<file path="src/rtl/decode_miinst_queue.sv">
// Micro-instruction queue between rename and decode: circular buffer with
// valid/stall handshake, single-cycle flush and a saturating refused-enqueue counter.
module decode_miinst_queue #(
    parameter int DEPTH     = 4,
    parameter int W         = 64,
    parameter int AF_MARGIN = 1,
    parameter int DROP_W    = 16
) (
    input  logic                         clk,
    input  logic                         rst,
    input  logic                         enq_valid,
    input  logic [W-1:0]                 enq_miinst,
    output logic                         enq_ready,
    output logic                         deq_valid,
    output logic [W-1:0]                 deq_miinst,
    input  logic                         stall,
    input  logic                         flush,
    output logic [$clog2(DEPTH+1)-1:0]   count,
    output logic                         almost_full,
    output logic [DROP_W-1:0]            drop_cnt
);
    localparam int PW = $clog2(DEPTH);
    localparam int CW = $clog2(DEPTH+1);

    logic [DEPTH-1:0][W-1:0] mem;
    logic [PW-1:0]           head, tail;
    logic                    enq_fire, deq_fire, drop;

    // Handshake outputs derive from registered count only, so no input reaches an output.
    assign enq_ready   = (count != CW'(DEPTH));
    assign deq_valid   = (count != '0);
    assign almost_full = (count >= CW'(DEPTH - AF_MARGIN));
    assign deq_miinst  = deq_valid ? mem[head] : '0;

    assign enq_fire = enq_valid && enq_ready && !flush;
    assign deq_fire = deq_valid && !stall && !flush;
    assign drop     = enq_valid && !enq_ready && !flush;

    // Payload storage is intentionally unreset; occupancy alone defines validity.
    always_ff @(posedge clk) begin
        if (enq_fire)
            mem[tail] <= enq_miinst;
    end

    always_ff @(posedge clk or posedge rst) begin
        if (rst) begin
            head  <= '0;
            tail  <= '0;
            count <= '0;
        end else if (flush) begin
            head  <= '0;
            tail  <= '0;
            count <= '0;
        end else begin
            if (enq_fire)
                tail <= tail + PW'(1);
            if (deq_fire)
                head <= head + PW'(1);
            case ({enq_fire, deq_fire})
                2'b10:   count <= count + CW'(1);
                2'b01:   count <= count - CW'(1);
                default: count <= count;
            endcase
        end
    end

    // Survives flush; only reset clears the performance counter.
    always_ff @(posedge clk or posedge rst) begin
        if (rst)
            drop_cnt <= '0;
        else if (drop && drop_cnt != '1)
            drop_cnt <= drop_cnt + DROP_W'(1);
    end
endmodule

</file>
<file path="config.mk">
export PLATFORM = sky130hd
export DESIGN_NAME = decode_miinst_queue
export DESIGN_NICKNAME = d
export VERILOG_FILES = /design/src/rtl/decode_miinst_queue.sv
export SDC_FILE = /design/constraint.sdc
export NUM_CORES = 1
export LEC_CHECK = 0
export CAP_MARGIN = 10
export CORE_MARGIN = 3
export CORE_UTILIZATION = 35
export DETAILED_ROUTE_END_ITERATION = 10
export GPL_TIMING_DRIVEN = 0
export SYNTH_ARGS = -nofsm -noshare
export SYNTH_HDL_FRONTEND = slang
export SYNTH_SLANG_ARGS = --single-unit
</file>
<file path="constraint.sdc">
create_clock -name clk -period 6.5 [get_ports clk]
set_clock_uncertainty 0.15 [all_clocks]
set_input_delay 1.3 -clock clk [delete_from_list [all_inputs] [get_ports clk]]
set_output_delay 1.3 -clock clk [all_outputs]
set_load 0.02 [all_outputs]
</file>
==> results.txt <==
- For this design, the sink count on the clock tree is 279.
* Endpoint required time on the critical path: 5.05 ns
- Via density per instance: 4.86
- Gates resized during post-CTS repair numbered 0.
- Clock group share of total power: 30.9%
- CTS placed an instance of sky130_fd_sc_hd__clkbuf_16 at the clock tree root.
- Of the total power, registers draw 39.5%.
- The region available for standard cell placement spans 0.0307 mm^2.
- Among all stages on the critical path, the largest delay is contributed by sky130_fd_sc_hd__clkdlybuf4s50_1.
- Net switching is 27.9% of the power.
- The number of global-route vias before repair is 6118.
* Ys Warns: 0
- The path class of the tightest hold or removal check is flop to flop.
* Site row count: 64
* Critical path startpoint category: flop
* Number of nets in the finished design: 796
- Of the total synthesized cell area, the portion taken by AND, OR, NAND and NOR gates is 6.78%.
* Top cell family by delay on the critical path: buffers and inverters
- The number of buffers and inverters on the critical path is 4.
- By area, the combinational part of the netlist is dominated by multiplexers.
- Area added between synthesis and finish: 28.3%
* Max Root-Sink Buffers: 3
- Post-synthesis xor/xnor area fraction: 1.59%
* Violation count after the first detailed-routing iteration: 330
- Routed vias: 5535
- Period utilisation layout: 71.3%
- The final count of pins violating max slew is 0.
- Async set-reset flop share out of synthesis: 8.24%
- VDD IR-drop max: 0.225 mV
- Worst endpoint data arrival time: 3.18 ns
* Global-route usage over all layers: 13.4%
* CTS buffer count: 29
- Once the floorplan was initialized, standard cells occupied 35.6% of the core.
- Summing every instance area after synthesis gives 0.0110 mm^2.
* FF/Latch Area: 0.00826 mm^2
- Clock latency on the worst-skew pair, taken at its later pin, is 0.53 ns.
- Timing analysis after detailed placement gives a worst setup slack of 2.33 ns.
- In the routed design, unresolved DRC markers number 0.
- Hold buffers post-CTS: 0
* Static power due to leakage: 4.58 nW
- Based on the critical path, the design can be clocked at up to 0.216 GHz.
- Cells traversed along the worst timing path: nor3_1 -> inv_1 -> clkbuf_1 -> clkbuf_1 -> and2_1 -> clkdlybuf4s50_1
* MaxCap Viol Count: 0
* Tightest Pin Transition: 0.923 ns
* Maximum number of pins on one net before global-route repair: 38
- Summed over all instances, the cell type with the most area after synthesis is sky130_fd_sc_hd__edfxtp_1.
* Number of H-tree levels: 1
- Sorting the synthesized cells by area gives the leading types as sky130_fd_sc_hd__edfxtp_1 (70%), sky130_fd_sc_hd__mux4_2 (13%), sky130_fd_sc_hd__dfrtp_1 (5.3%).
- Setup repair after global routing left no endpoint under its margin.
- Final antenna diode count: 0
- Remaining antenna violation count: 0
* Number of enable flip-flop cells after synthesis: 256
- Setup crit end kind: primary output
- Delay of the slowest cell on the worst path: 0.62 ns
- DRT Pass-1 Iters: 5
- Setup violations remaining at the end of the flow were counted as 0.
- Post-synthesis share of cell area spent on full adders, half adders and majority gates: 0.754%
* Crit path kind: flop to primary output
- Hold Vio Cnt, Final: 0
- Dominant register cell in the synthesized netlist: sky130_fd_sc_hd__edfxtp_1
- Compound-cell area share of the yosys netlist: 0.834%
- Summing all multi-input logic gate instances after layout gives 0.00257 mm^2.
- Flops & latches, synth: 279
- The share of total power dissipated in combinational logic is 29.5%.
- The HPWL after detailed placement is 14.1 mm.
* Run status: finished clean
* Clock tree from TritonCTS: yes
- Along the worst path, the maximum fanout reaches 10.
* Chip width: 183 um
- 155 I/O pins were placed.
- Total overflow reported by the global router: 0
- Share of final-layout standard cells stronger than drive strength 1: 17.7%
* Global placer's final weighted congestion: 0.786
- Of the synthesized area, sequential elements account for 75.4%.
- Power density over cell area: 380 mW/mm^2
- After filler insertion, the fill cell instance count of the layout stands at 2643.
- First-pass GRT wire length: 35.1 mm
- Number of distinct library cell variants in the gate-level netlist after synthesis: 43
* DRT Wirelength: 22.3 mm
- Height of the chip: 183 um
* Cell repeated most along the worst path: sky130_fd_sc_hd__clkbuf_1
- The initial antenna violation count was 0.
* Number of nets produced by synthesis: 607
- Max_slew headroom: 38.4%
- Post-CTS timing repair inserted 0 buffers for setup.
* Clock-pin slew on the worst setup and hold paths: 0.06 ns
* Setup TNS after final layout: 0 ns
- After synthesis, the share of cell area in mux cells is 13.5%.
- In this run the mean area of a mapped cell was 20.6 um^2.
- In this run the power spent charging and discharging nets is 1.49 mW.
* Syn Inst Count: 532
- After detailed routing, the average wire length per cell comes to 19.6 um.
* Area share of the leading cell type in the synthesized netlist: 70.2%
* Setup slack after layout: 1.87 ns
* Port buffer count: 154
- The internal portion of the total power is 3.85 mW.
* Clock period minus final worst setup slack: 4.63 ns
- Commonest cells after routing, fill and taps aside: sky130_fd_sc_hd__edfxtp_1 (256), sky130_fd_sc_hd__clkdlybuf4s50_1 (154), sky130_fd_sc_hd__and2_1 (66), sky130_fd_sc_hd__mux4_2 (64), sky130_fd_sc_hd__clkbuf_16 (29)
* Commonest non-fill, non-tap cell in the layout: sky130_fd_sc_hd__edfxtp_1
* Die Outline Area: 0.0335 mm^2
[cell type report]
type | count | area share, %
Tap cell | 396 | 3.52
Sequential cell | 279 | 58.8
Clock inverter | 17 | 1.47
Clock buffer | 35 | 5.32
Buffer | 24 | 0.765
Inverter | 5 | 0.133
Timing Repair Buffer | 158 | 11.7
Multi-Input combinational cell | 224 | 18.3
[power by group through the flow]
stage          combinational [mW]  clock (mW)  sequential [mW]
6_report                     1.58        1.65             2.11
5_1_grt                      1.70        1.78             2.12
4_1_cts                      1.62        1.69             2.11
3_5_place_dp                 1.62           0             2.15
3_3_place_gp                 1.59           0             2.15
2_1_floorplan               0.890           0             2.15
[synthesized netlist by cell type (2+ instances only)]
cell                       instances
sky130_fd_sc_hd__nand4_1           7
sky130_fd_sc_hd__a21oi_1           2
sky130_fd_sc_hd__mux4_2           64
sky130_fd_sc_hd__nand2b_1          2
sky130_fd_sc_hd__dfrtp_1          23
sky130_fd_sc_hd__xnor2_1          17
sky130_fd_sc_hd__and3_2            3
sky130_fd_sc_hd__and4_1            2
sky130_fd_sc_hd__nor2_1           11
sky130_fd_sc_hd__clkbuf_1         13
sky130_fd_sc_hd__o211ai_1          4
sky130_fd_sc_hd__ha_1              5
sky130_fd_sc_hd__nand2_1           5
sky130_fd_sc_hd__mux2_1            2
sky130_fd_sc_hd__buf_1             2
sky130_fd_sc_hd__and2_1           70
sky130_fd_sc_hd__inv_1             5
sky130_fd_sc_hd__edfxtp_1        256
sky130_fd_sc_hd__and3_1            3
sky130_fd_sc_hd__buf_2             8
sky130_fd_sc_hd__nand3_1           6
[logic make-up after synthesis]
kind of cell / count (synthesis)
DFF: 279
and+or+nand+nor: 119
muxes: 67
adders and majority gates: 6
buffers and inverters: 29
xor gates and xnor gates: 19
AOI/OAI and AO/OA: 13
[metrics by stage]
step | total power [mW] | cell area, um^2 | hold WS [ns] | util (%) | std cells
6_report | 5.34 | 14100 | 0.357 | 45.7 | 1138
2_1_floorplan | 3.04 | 11000 | 0.393 | - | 532
3_5_place_dp | 3.76 | 13100 | 0.342 | 42.6 | 1086
4_1_cts | 5.43 | 14100 | 0.358 | 45.7 | 1138
3_3_place_gp | 3.74 | 13000 | 0.335 | 42.2 | 1082
5_1_grt | 5.60 | 14100 | 0.396 | 45.7 | 1138
[routing by layer]
metal / wire, um / up-vias / track usage [%]
li1: - / 2497 / -
met1: 9550 / 2868 / 17.8
met2: 11200 / 141 / 23.0
met3: 1050 / 29 / 2.80
met4: 471 / 0 / 3.05
met5: 0 / - / 0
[state kept, by name, indices dropped and copies added, names as in the netlist]
name,flops
mem,256
drop_cnt,16
count,3
head,2
tail,2
[final timing paths]
check / startpoint / end / slack (ns) / cells after the start
max reg2reg: count[0]$_DFFE_PP0P_ / count[2]$_DFFE_PP0P_ / 3.74 / 9
max in group asynchronous: rst / tail[0]$_DFFE_PP0P_ / 4.50 / 2
min: drop_cnt[14]$_DFFE_PP0P_ / drop_cnt[14]$_DFFE_PP0P_ / 0.36 / 1
min reg2reg: drop_cnt[14]$_DFFE_PP0P_ / drop_cnt[14]$_DFFE_PP0P_ / 0.36 / 1
max: count[0]$_DFFE_PP0P_ / deq_miinst[21] / 1.87 / 6
min in group asynchronous: rst / drop_cnt[0]$_DFFE_PP0P_ / 1.13 / 2
Note: power is estimated with default switching activity, not from simulation.
